==> src/rtl/vga_pkg.sv <==
// Shared types and default 640x480@60 timing for the VGA scan/compositor slice.
`default_nettype none
package vga_pkg;

  typedef logic [7:0] rgb8_t;

  localparam int unsigned DEF_H_ACTIVE = 640;
  localparam int unsigned DEF_H_FP     = 16;
  localparam int unsigned DEF_H_SYNC   = 96;
  localparam int unsigned DEF_H_BP     = 48;
  localparam int unsigned DEF_V_ACTIVE = 480;
  localparam int unsigned DEF_V_FP     = 10;
  localparam int unsigned DEF_V_SYNC   = 2;
  localparam int unsigned DEF_V_BP     = 33;

  function automatic logic [10:0] h_total(input int unsigned act, input int unsigned fp,
                                          input int unsigned sync, input int unsigned bp);
    return 11'(act + fp + sync + bp);
  endfunction

  function automatic logic [10:0] v_total(input int unsigned act, input int unsigned fp,
                                          input int unsigned sync, input int unsigned bp);
    return 11'(act + fp + sync + bp);
  endfunction

endpackage
`default_nettype wire

==> src/rtl/vga_timing_gen.sv <==
// Raster counters with raw (undelayed) active/sync flags and the vblank_start pulse.
`default_nettype none
module vga_timing_gen
  import vga_pkg::*;
#(
  parameter int unsigned H_ACTIVE = DEF_H_ACTIVE,
  parameter int unsigned H_FP     = DEF_H_FP,
  parameter int unsigned H_SYNC   = DEF_H_SYNC,
  parameter int unsigned H_BP     = DEF_H_BP,
  parameter int unsigned V_ACTIVE = DEF_V_ACTIVE,
  parameter int unsigned V_FP     = DEF_V_FP,
  parameter int unsigned V_SYNC   = DEF_V_SYNC,
  parameter int unsigned V_BP     = DEF_V_BP
) (
  input  logic        clk,
  input  logic        rst,
  output logic [10:0] h_cnt,
  output logic [10:0] v_cnt,
  output logic        active,
  output logic        hs_raw,
  output logic        vs_raw,
  output logic        vblank_start
);

  localparam logic [10:0] H_LAST   = h_total(H_ACTIVE, H_FP, H_SYNC, H_BP) - 11'd1;
  localparam logic [10:0] V_LAST   = v_total(V_ACTIVE, V_FP, V_SYNC, V_BP) - 11'd1;
  localparam logic [10:0] H_ACT    = 11'(H_ACTIVE);
  localparam logic [10:0] V_ACT    = 11'(V_ACTIVE);
  localparam logic [10:0] HS_BEGIN = 11'(H_ACTIVE + H_FP);
  localparam logic [10:0] HS_END   = 11'(H_ACTIVE + H_FP + H_SYNC);
  localparam logic [10:0] VS_BEGIN = 11'(V_ACTIVE + V_FP);
  localparam logic [10:0] VS_END   = 11'(V_ACTIVE + V_FP + V_SYNC);

  always_ff @(posedge clk or posedge rst) begin
    if (rst) begin
      h_cnt        <= 11'd0;
      v_cnt        <= 11'd0;
      vblank_start <= 1'b0;
    end else begin
      if (h_cnt == H_LAST) begin
        h_cnt <= 11'd0;
        v_cnt <= (v_cnt == V_LAST) ? 11'd0 : v_cnt + 11'd1;
      end else begin
        h_cnt <= h_cnt + 11'd1;
      end
      // Fires on the cycle after the scan enters the first blanking line.
      vblank_start <= (h_cnt == 11'd0) && (v_cnt == V_ACT);
    end
  end

  assign active = (h_cnt < H_ACT) && (v_cnt < V_ACT);
  assign hs_raw = !((h_cnt >= HS_BEGIN) && (h_cnt < HS_END));
  assign vs_raw = !((v_cnt >= VS_BEGIN) && (v_cnt < VS_END));

endmodule
`default_nettype wire

==> src/rtl/vga_scan_compositor.sv <==
// Drives scan coordinates to the drawers, delays timing to match their latency and
// composites their requests by fixed priority (layer 0 highest) onto the VGA pins.
`default_nettype none
module vga_scan_compositor
  import vga_pkg::*;
#(
  parameter int unsigned H_ACTIVE     = DEF_H_ACTIVE,
  parameter int unsigned H_FP         = DEF_H_FP,
  parameter int unsigned H_SYNC       = DEF_H_SYNC,
  parameter int unsigned H_BP         = DEF_H_BP,
  parameter int unsigned V_ACTIVE     = DEF_V_ACTIVE,
  parameter int unsigned V_FP         = DEF_V_FP,
  parameter int unsigned V_SYNC       = DEF_V_SYNC,
  parameter int unsigned V_BP         = DEF_V_BP,
  parameter int unsigned N_LAYERS     = 4,
  parameter int unsigned DRAW_LATENCY = 1,
  parameter rgb8_t       BG_COLOR     = 8'h00
) (
  input  logic                  CLK,
  input  logic                  RESET,
  output logic [10:0]           oCoord_X,
  output logic [10:0]           oCoord_Y,
  input  logic [N_LAYERS-1:0]   draw_req,
  input  logic [8*N_LAYERS-1:0] layer_RGB,
  output rgb8_t                 mVGA_RGB,
  output logic                  VGA_HS,
  output logic                  VGA_VS,
  output logic                  VGA_BLANK_N,
  output logic                  vblank_start
);

  localparam int LAST = DRAW_LATENCY - 1;

  logic                    active;
  logic                    hs_raw;
  logic                    vs_raw;
  logic [DRAW_LATENCY-1:0] act_pipe;
  logic [DRAW_LATENCY-1:0] hs_pipe;
  logic [DRAW_LATENCY-1:0] vs_pipe;
  rgb8_t                   pixel;

  vga_timing_gen #(
    .H_ACTIVE (H_ACTIVE),
    .H_FP     (H_FP),
    .H_SYNC   (H_SYNC),
    .H_BP     (H_BP),
    .V_ACTIVE (V_ACTIVE),
    .V_FP     (V_FP),
    .V_SYNC   (V_SYNC),
    .V_BP     (V_BP)
  ) u_timing (
    .clk          (CLK),
    .rst          (RESET),
    .h_cnt        (oCoord_X),
    .v_cnt        (oCoord_Y),
    .active       (active),
    .hs_raw       (hs_raw),
    .vs_raw       (vs_raw),
    .vblank_start (vblank_start)
  );

  // Timing flags ride alongside the drawers so they meet the matching draw_req.
  always_ff @(posedge CLK or posedge RESET) begin
    if (RESET) begin
      act_pipe <= '0;
      hs_pipe  <= '1;
      vs_pipe  <= '1;
    end else begin
      act_pipe[0] <= active;
      hs_pipe[0]  <= hs_raw;
      vs_pipe[0]  <= vs_raw;
      for (int i = 1; i < DRAW_LATENCY; i++) begin
        act_pipe[i] <= act_pipe[i-1];
        hs_pipe[i]  <= hs_pipe[i-1];
        vs_pipe[i]  <= vs_pipe[i-1];
      end
    end
  end

  // Scan from the lowest priority upward so the lowest set index overwrites last.
  always_comb begin
    pixel = BG_COLOR;
    for (int i = N_LAYERS - 1; i >= 0; i--) begin
      if (draw_req[i]) pixel = layer_RGB[8*i +: 8];
    end
  end

  always_ff @(posedge CLK or posedge RESET) begin
    if (RESET) begin
      mVGA_RGB    <= 8'h00;
      VGA_HS      <= 1'b1;
      VGA_VS      <= 1'b1;
      VGA_BLANK_N <= 1'b0;
    end else begin
      mVGA_RGB    <= act_pipe[LAST] ? pixel : 8'h00;
      VGA_HS      <= hs_pipe[LAST];
      VGA_VS      <= vs_pipe[LAST];
      VGA_BLANK_N <= act_pipe[LAST];
    end
  end

endmodule
`default_nettype wire

==> config.mk <==
export PLATFORM = sky130hd
export DESIGN_NAME = vga_scan_compositor
export DESIGN_NICKNAME = d
export VERILOG_FILES = /design/src/rtl/vga_pkg.sv /design/src/rtl/vga_timing_gen.sv /design/src/rtl/vga_scan_compositor.sv
export SDC_FILE = /design/constraint.sdc
export NUM_CORES = 1
export LEC_CHECK = 0
export CAP_MARGIN = 5
export CORE_UTILIZATION = 39
export CTS_CLUSTER_SIZE = 25
export DETAILED_ROUTE_END_ITERATION = 10
export PLACE_DENSITY = 0.79
export SLEW_MARGIN = 20
export SYNTH_ARGS = -nofsm -noshare
export SYNTH_HDL_FRONTEND = slang
export SYNTH_SLANG_ARGS = --single-unit
==> constraint.sdc <==
create_clock -name CLK -period 2.2 [get_ports CLK]
set_input_delay 0.44 -clock CLK [delete_from_list [all_inputs] [get_ports CLK]]
set_output_delay 0.44 -clock CLK [all_outputs]
set_load 0.1 [all_outputs]
==> results of run 1 <==
==> per-stage QoR <==
step | utilization, % | total power (uW)
2_1_floorplan | - | 857
3_3_place_gp | 58.1 | 960
3_5_place_dp | 58.1 | 961
4_1_cts | 60.0 | 1410
5_1_grt | 60.0 | 1460
6_report | 60.0 | 1390
==> power groups by stage <==
stage               logic [uW]  registers, uW  clock network [uW]
floorplan                 49.0            808                   0
global placement           250            710                   0
detailed placement         251            710                   0
CTS                        252            697                 461
global route               265            697                 493
finish                     249            697                 445
==> metal layers <==
| layer | track usage [%] | vias up | wire length [um] |
|---|---|---|---|
| met5 | 0 | - | 0 |
| met4 | 8.00 | 0 | 76 |
| met3 | 6.20 | 7 | 282 |
| met2 | 30.5 | 61 | 2050 |
| met1 | 22.7 | 763 | 1860 |
| li1 | - | 810 | - |
==> cells in the mapped netlist <==
master | instances | share of area [%]
o211ai_1 | 1 | 0.41
ha_1 | 4 | 2.7
nor3_1 | 3 | 0.82
and3_1 | 4 | 1.4
nor4_1 | 3 | 1.0
or3_1 | 3 | 1.0
a22o_1 | 7 | 3.4
inv_1 | 16 | 3.3
nand4_1 | 5 | 1.7
or4_1 | 4 | 1.6
nand2b_1 | 1 | 0.34
nand2_1 | 9 | 1.9
and2_1 | 2 | 0.69
nor4b_1 | 2 | 0.96
dfrtp_1 | 33 | 45
nand3_1 | 13 | 3.6
a21oi_1 | 10 | 2.7
a21o_1 | 1 | 0.41
buf_2 | 1 | 0.27
xor2_1 | 9 | 4.3
nor3_2 | 2 | 1.1
dfstp_2 | 4 | 5.8
nor2b_1 | 2 | 0.69
clkbuf_1 | 6 | 1.2
a221oi_1 | 7 | 3.4
o21ai_0 | 9 | 2.5
o41ai_1 | 1 | 0.48
xnor2_1 | 4 | 1.9
nor3b_1 | 1 | 0.41
nor2_1 | 13 | 2.7
and4_1 | 2 | 0.96
a21boi_0 | 1 | 0.41
or4_4 | 1 | 0.62
==> kinds of logic after synthesis <==
family	Yosys count	share of synthesized area, %
buf+inv	23	4.80
compound gates	37	13.7
fa+ha+maj	4	2.75
xor+xnor	13	6.25
flops	37	51.1
simple gates	70	21.5
==> worst paths after layout <==
check,startpoint,to,slack [ns],cells after the start
max,u_timing.h_cnt[10],u_timing.v_cnt[4],0.05,4
min in group asynchronous,RESET,u_timing.v_cnt[8],0.54,3
min reg2reg,hs_pipe,VGA_HS,0.36,0
min,hs_pipe,VGA_HS,0.36,0
max reg2reg,u_timing.h_cnt[10],u_timing.v_cnt[4],0.05,4
max in group asynchronous,RESET,VGA_HS,1.30,3
==> critical path: stages, from the launching register on <==
cell and delay [ns]:
dfrtp_4 0.51, or4_4 0.58, or3_1 0.51, or4_1 0.44
nand2_1 0.07
==> final cells by class <==
| class | instances | area [um^2] | share of cell area, % |
|---|---|---|---|
| clock buffers | 6 | 72.6 | 2.74 |
| clock inverters | 2 | 10.0 | 0.378 |
| inverters | 16 | 60.1 | 2.27 |
| multi-input cells | 124 | 817 | 30.8 |
| flip-flops and latches | 37 | 961 | 36.3 |
| well taps | 52 | 65.1 | 2.46 |
| repair buffers | 76 | 663 | 25.0 |
==> reports/qor.yml, run 1 <==
p_clk_share_pct: 32.0
totalWireLength_um: 4270
syn2layout_area_growth_pct: 45.3
stdcell_area_mm2: 0.00265
place_inst: 305
syn_avg_cell_area_um2: 9.91
slew-limit-headroom_pct: 65.8
cts_resized: 0
drt_iter0_drc: 146
grt_usage_pct: 18.8
finalMaxSlewViolations: 0
dp_worst_setup_slack_ns: 0.0680
reg_top3: "u_timing.h_cnt: 11 flops, u_timing.v_cnt: 11 flops, mVGA_RGB: 8 flops"
start_util_pct: 41.3
hold_violations: 0
cts_max_level: 2
dieWidth_um: 70.4
final_common_cell: "buf_4"
clkSinkCount: 37
pwr-share-seq_pct: 50.1
fin_crit_ns: 2.15
cap_violations: 0
hp-class: "reg -> reg"
vias_per_cell: 5.24
root_buffer: "clkbuf_8"
peakVddDrop_uv: 251
ys_warn_count: 0
period_share_pct: 97.8
fmax_mhz: 465
leakage_uw: 0.00120
dr.pass1.iters: 4
diodes: 0
fin_hold_ws_ns: 0.356
vias: 1641
final_nets: 302
synth_nets: 226
arrival_ns: 2.38
layout-drive-gt1-share_pct: 26.1
yosysUniqueCellTypes: 33
worst_setup_path_end_kind: "flop"
internal-power_uw: 1010
num_rows: 24
p_switching_uw: 381
clock_latency_ns: 0.29
io_buffers: 71
crit_type: "reg -> reg"
synth_area_mm2: 0.00182
tightest_slew_ns: 0.512
placed_area_mm2: 0.00257
ys_ff_latch: 37
stdcell_count: 313
cts_buffers: 5
p_comb_share_pct: 17.9
layout_common_cells: "buf_4 (39), clkdlybuf4s50_1 (37), dfrtp_1 (19)"
cp-start-kind: "flop"
post_drt_wl_per_cell_um: 13.6
ant_nets: 0
syn_inst: 184
crit_fanout: 9
tritoncts: "built"
yosysSeqAreaShare_pct: 51.1
finClkSkew_ns: 0.00592
dp_hpwl_um: 3270
drc_errors: 0
dieArea_mm2: 0.00495
die_height_um: 70.4
core_area_mm2: 0.00441
p_per_area_mw_per_mm2: 525
grt_pass1_vias: 1537
rsz0062_at_grt: "false"
grt_max_degree: 38
finalSetupTns_ns: 0
sw_frac_of_total_pct: 27.4
fill_cells: 378
fin_ws_ns: 0.0485
grt_remaining_overflow: 0
outcome: "finished, final reports clean"
worstPathRequired_ns: 2.43
num_io_pins: 72
post_cts_buffers: 0
antenna_found_initial: 0
clock_path_buffers: 2
gp_congestion: 0.797
hold_buffers: 0
finalSetupViolCount: 0
grt_pass1_wl_um: 7110
clk_pin_slew_ns: 0.07
Note: power is estimated with default switching activity, not from simulation.
==> inputs of run 2 (changes only) <==
Clock period 2.2 ns to 1.9 ns, I/O delays scaled along.
==> reports/qor.yml, run 2 (synthesized netlist as in run 1, its figures left out) <==
hold_violations: 0  # unchanged
p_clk_share_pct: 39.0  # was 32.0%
drt_iter0_drc: 193  # was 146
stdcell_area_mm2: 0.00316  # was 0.00265 mm^2
clock_path_buffers: 2  # unchanged
cap_violations: 0  # unchanged
syn2layout_area_growth_pct: 73.1  # was 45.3%
post_drt_wl_per_cell_um: 14.3  # was 13.6 um
ant_nets: 0  # unchanged
die_height_um: 70.4  # unchanged
reg_top3: "u_timing.h_cnt: 11 flops, u_timing.v_cnt: 11 flops, mVGA_RGB: 8 flops"  # unchanged
num_io_pins: 72  # unchanged
finalMaxSlewViolations: 0  # unchanged
p_comb_share_pct: 16.2  # was 17.9%
clock_latency_ns: 0.29  # about the same
path_depth: 4  # unchanged
wl_met2_um: 2550  # was 2050 um
placed_area_mm2: 0.00299  # was 0.00257 mm^2
leakage_uw: 0.00141  # was 0.00120 uW
fin_hold_ws_ns: 0.358  # was 0.356 ns
grt_remaining_overflow: 0  # unchanged
outcome: "complete, but fails checks"  # was finished, final reports clean
diodes: 0  # unchanged
fin_util_pct: 71.5  # was 60.0%
crit_chain: "or4_4, or3_4, or4_1, nand2_1"  # was or4_4, or3_1, or4_1, nand2_1
slew-limit-headroom_pct: 65.6  # was 65.8%
root_buffer: "clkbuf_8"  # unchanged
grt_max_degree: 20  # was 38
clkSinkCount: 37  # unchanged
dieArea_mm2: 0.00495  # unchanged
pwr-share-seq_pct: 44.8  # was 50.1%
path_buf_inv: 0  # unchanged
p_per_area_mw_per_mm2: 571  # was 525 mW/mm^2
core_area_mm2: 0.00441  # unchanged
arrival_ns: 2.23  # was 2.38 ns
wl_met1_um: 1820  # was 1860 um
hp-class: "reg -> reg"  # unchanged
slowest_delay_ns: 0.56  # was 0.58 ns
fill_cells: 323  # was 378
drc_errors: 0  # unchanged
grt_pass1_vias: 1704  # was 1,537
routed.top_layer: "met4"  # unchanged
fin_crit_ns: 2.01  # was 2.15 ns
grt_usage_pct: 20.3  # was 18.8%
worst_setup_path_end_kind: "flop"  # unchanged
grt_pass1_wl_um: 7900  # was 7110 um
wl_met3_um: 310  # was 282 um
internal-power_uw: 1340  # was 1010 uW
worst_r2r_endpoint: "u_timing.v_cnt[4]"  # unchanged
violations: "negative setup slack"
rr_worst_depth: 4  # unchanged
vias_per_cell: 5.30  # was 5.24
crit_path_end: "u_timing.v_cnt[4]"  # unchanged
antenna_found_initial: 0  # unchanged
layout_common_cells: "clkdlybuf4s50_1 (37), buf_4 (32), buf_12 (24)"  # was buf_4 (39), clkdlybuf4s50_1 (37), dfrtp_1 (19)
dp_hpwl_um: 3650  # was 3270 um
rsz0062_at_grt: "true"  # was false
worstPathRequired_ns: 2.13  # was 2.43 ns
r2r_start: "u_timing.h_cnt[10]"  # unchanged
r2r_slack_ns: -0.11  # was 0.05 ns
crit_fanout: 8  # was 9
tightest_slew_ns: 0.515  # was 0.512 ns
tritoncts: "built"  # unchanged
num_rows: 24  # unchanged
clk_pin_slew_ns: 0.07  # about the same
cts_max_level: 2  # unchanged
p_switching_uw: 457  # was 381 uW
final_nets: 320  # was 302
start_util_pct: 41.3  # unchanged
cts_buffers: 5  # unchanged
crit_family: "simple AND/OR/NAND/NOR gates"  # unchanged
io_buffers: 71  # unchanged
slowest_stage: "or4_4"  # unchanged
dr.pass1.iters: 5  # was 4
final_common_cell: "clkdlybuf4s50_1"  # was buf_4
finalSetupTns_ns: -0.166  # was 0 ns
critPathLaunch: "u_timing.h_cnt[10]"  # unchanged
fmax_mhz: 499  # was 465 MHz
vias: 1755  # was 1,641
peakVddDrop_uv: 369  # was 251 uV
layout-drive-gt1-share_pct: 33.0  # was 26.1%
period_share_pct: 106  # was 97.8%
dieWidth_um: 70.4  # unchanged
cp-start-kind: "flop"  # unchanged
hold_buffers: 0  # unchanged
crit_type: "reg -> reg"  # unchanged
finalSetupViolCount: 3  # was 0
fin_ws_ns: -0.105  # was 0.0485 ns
finClkSkew_ns: 0.00244  # was 0.00592 ns
sw_frac_of_total_pct: 25.3  # was 27.4%
gp_congestion: 0.841  # was 0.797
totalWireLength_um: 4740  # was 4270 um
==> run 2: cell types whose count changed in the layout (fill, tap and decap cells not counted), moves of 2 or more <==
cell / delta
buf_4: -7
nor2_1: -2
buf_12: +24
clkinv_2: -2
==> run 2: cell type report <==
cell class / instances / area [um^2] / area share (%)
repair buffers: 94 / 1100 / 34.9
flip-flops and latches: 37 / 961 / 30.5
multi-input cells: 124 / 847 / 26.8
clock buffers: 6 / 82.6 / 2.62
well taps: 52 / 65.1 / 2.06
inverters: 16 / 60.1 / 1.90
clock inverters: 2 / 37.5 / 1.19
==> run 2: worst min path at each step <==
stage          startpoint  endpoint  slack, ns  cells past startpoint
2_1_floorplan     hs_pipe    VGA_HS       0.35                      0
3_3_place_gp      vs_pipe    VGA_VS       0.35                      0
3_5_place_dp      hs_pipe    VGA_HS       0.35                      0
4_1_cts           hs_pipe    VGA_HS       0.36                      0
5_1_grt           hs_pipe    VGA_HS       0.36                      0
6_report          hs_pipe    VGA_HS       0.36                      0
==> run 2: power by group through the flow <==
| stage | sequential [uW] | combinational, uW | clock [uW] |
|---|---|---|---|
| 2_1_floorplan | 936 | 56.7 | 0 |
| 3_5_place_dp | 821 | 295 | 0 |
| 3_3_place_gp | 822 | 291 | 0 |
| 4_1_cts | 806 | 296 | 712 |
| 6_report | 806 | 292 | 703 |
| 5_1_grt | 807 | 309 | 757 |
==> run 2: metal layers <==
| layer | up-vias | GRT usage (%) |
|---|---|---|
| met2 | 86 | 36.3 |
| met3 | 8 | 4.91 |
| li1 | 845 | - |
| met1 | 816 | 23.2 |
| met5 | - | 0 |
| met4 | 0 | 7.56 |
==> run 2: worst register-to-register path: cells and delay by family, from the launching register on <==
kind,cells,cell delay (ns)
flip-flops,1,0.47
AND/OR/NAND/NOR,4,1.48
==> run 2: repair_timing <==
action                     in CTS  in global routing
pin swaps                       2                  1
buffers inserted                0                  1
setup endpoints to repair       8                  8
gates resized for setup         2                  6
==> run 2: through the flow <==
stage / power [uW] / setup slack (ns) / instances
2_1_floorplan: 993 / -0.320 / 184
3_3_place_gp: 1110 / -0.122 / 322
3_5_place_dp: 1120 / -0.146 / 322
4_1_cts: 1810 / -0.0893 / 330
5_1_grt: 1870 / -0.158 / 331
6_report: 1800 / -0.105 / 331
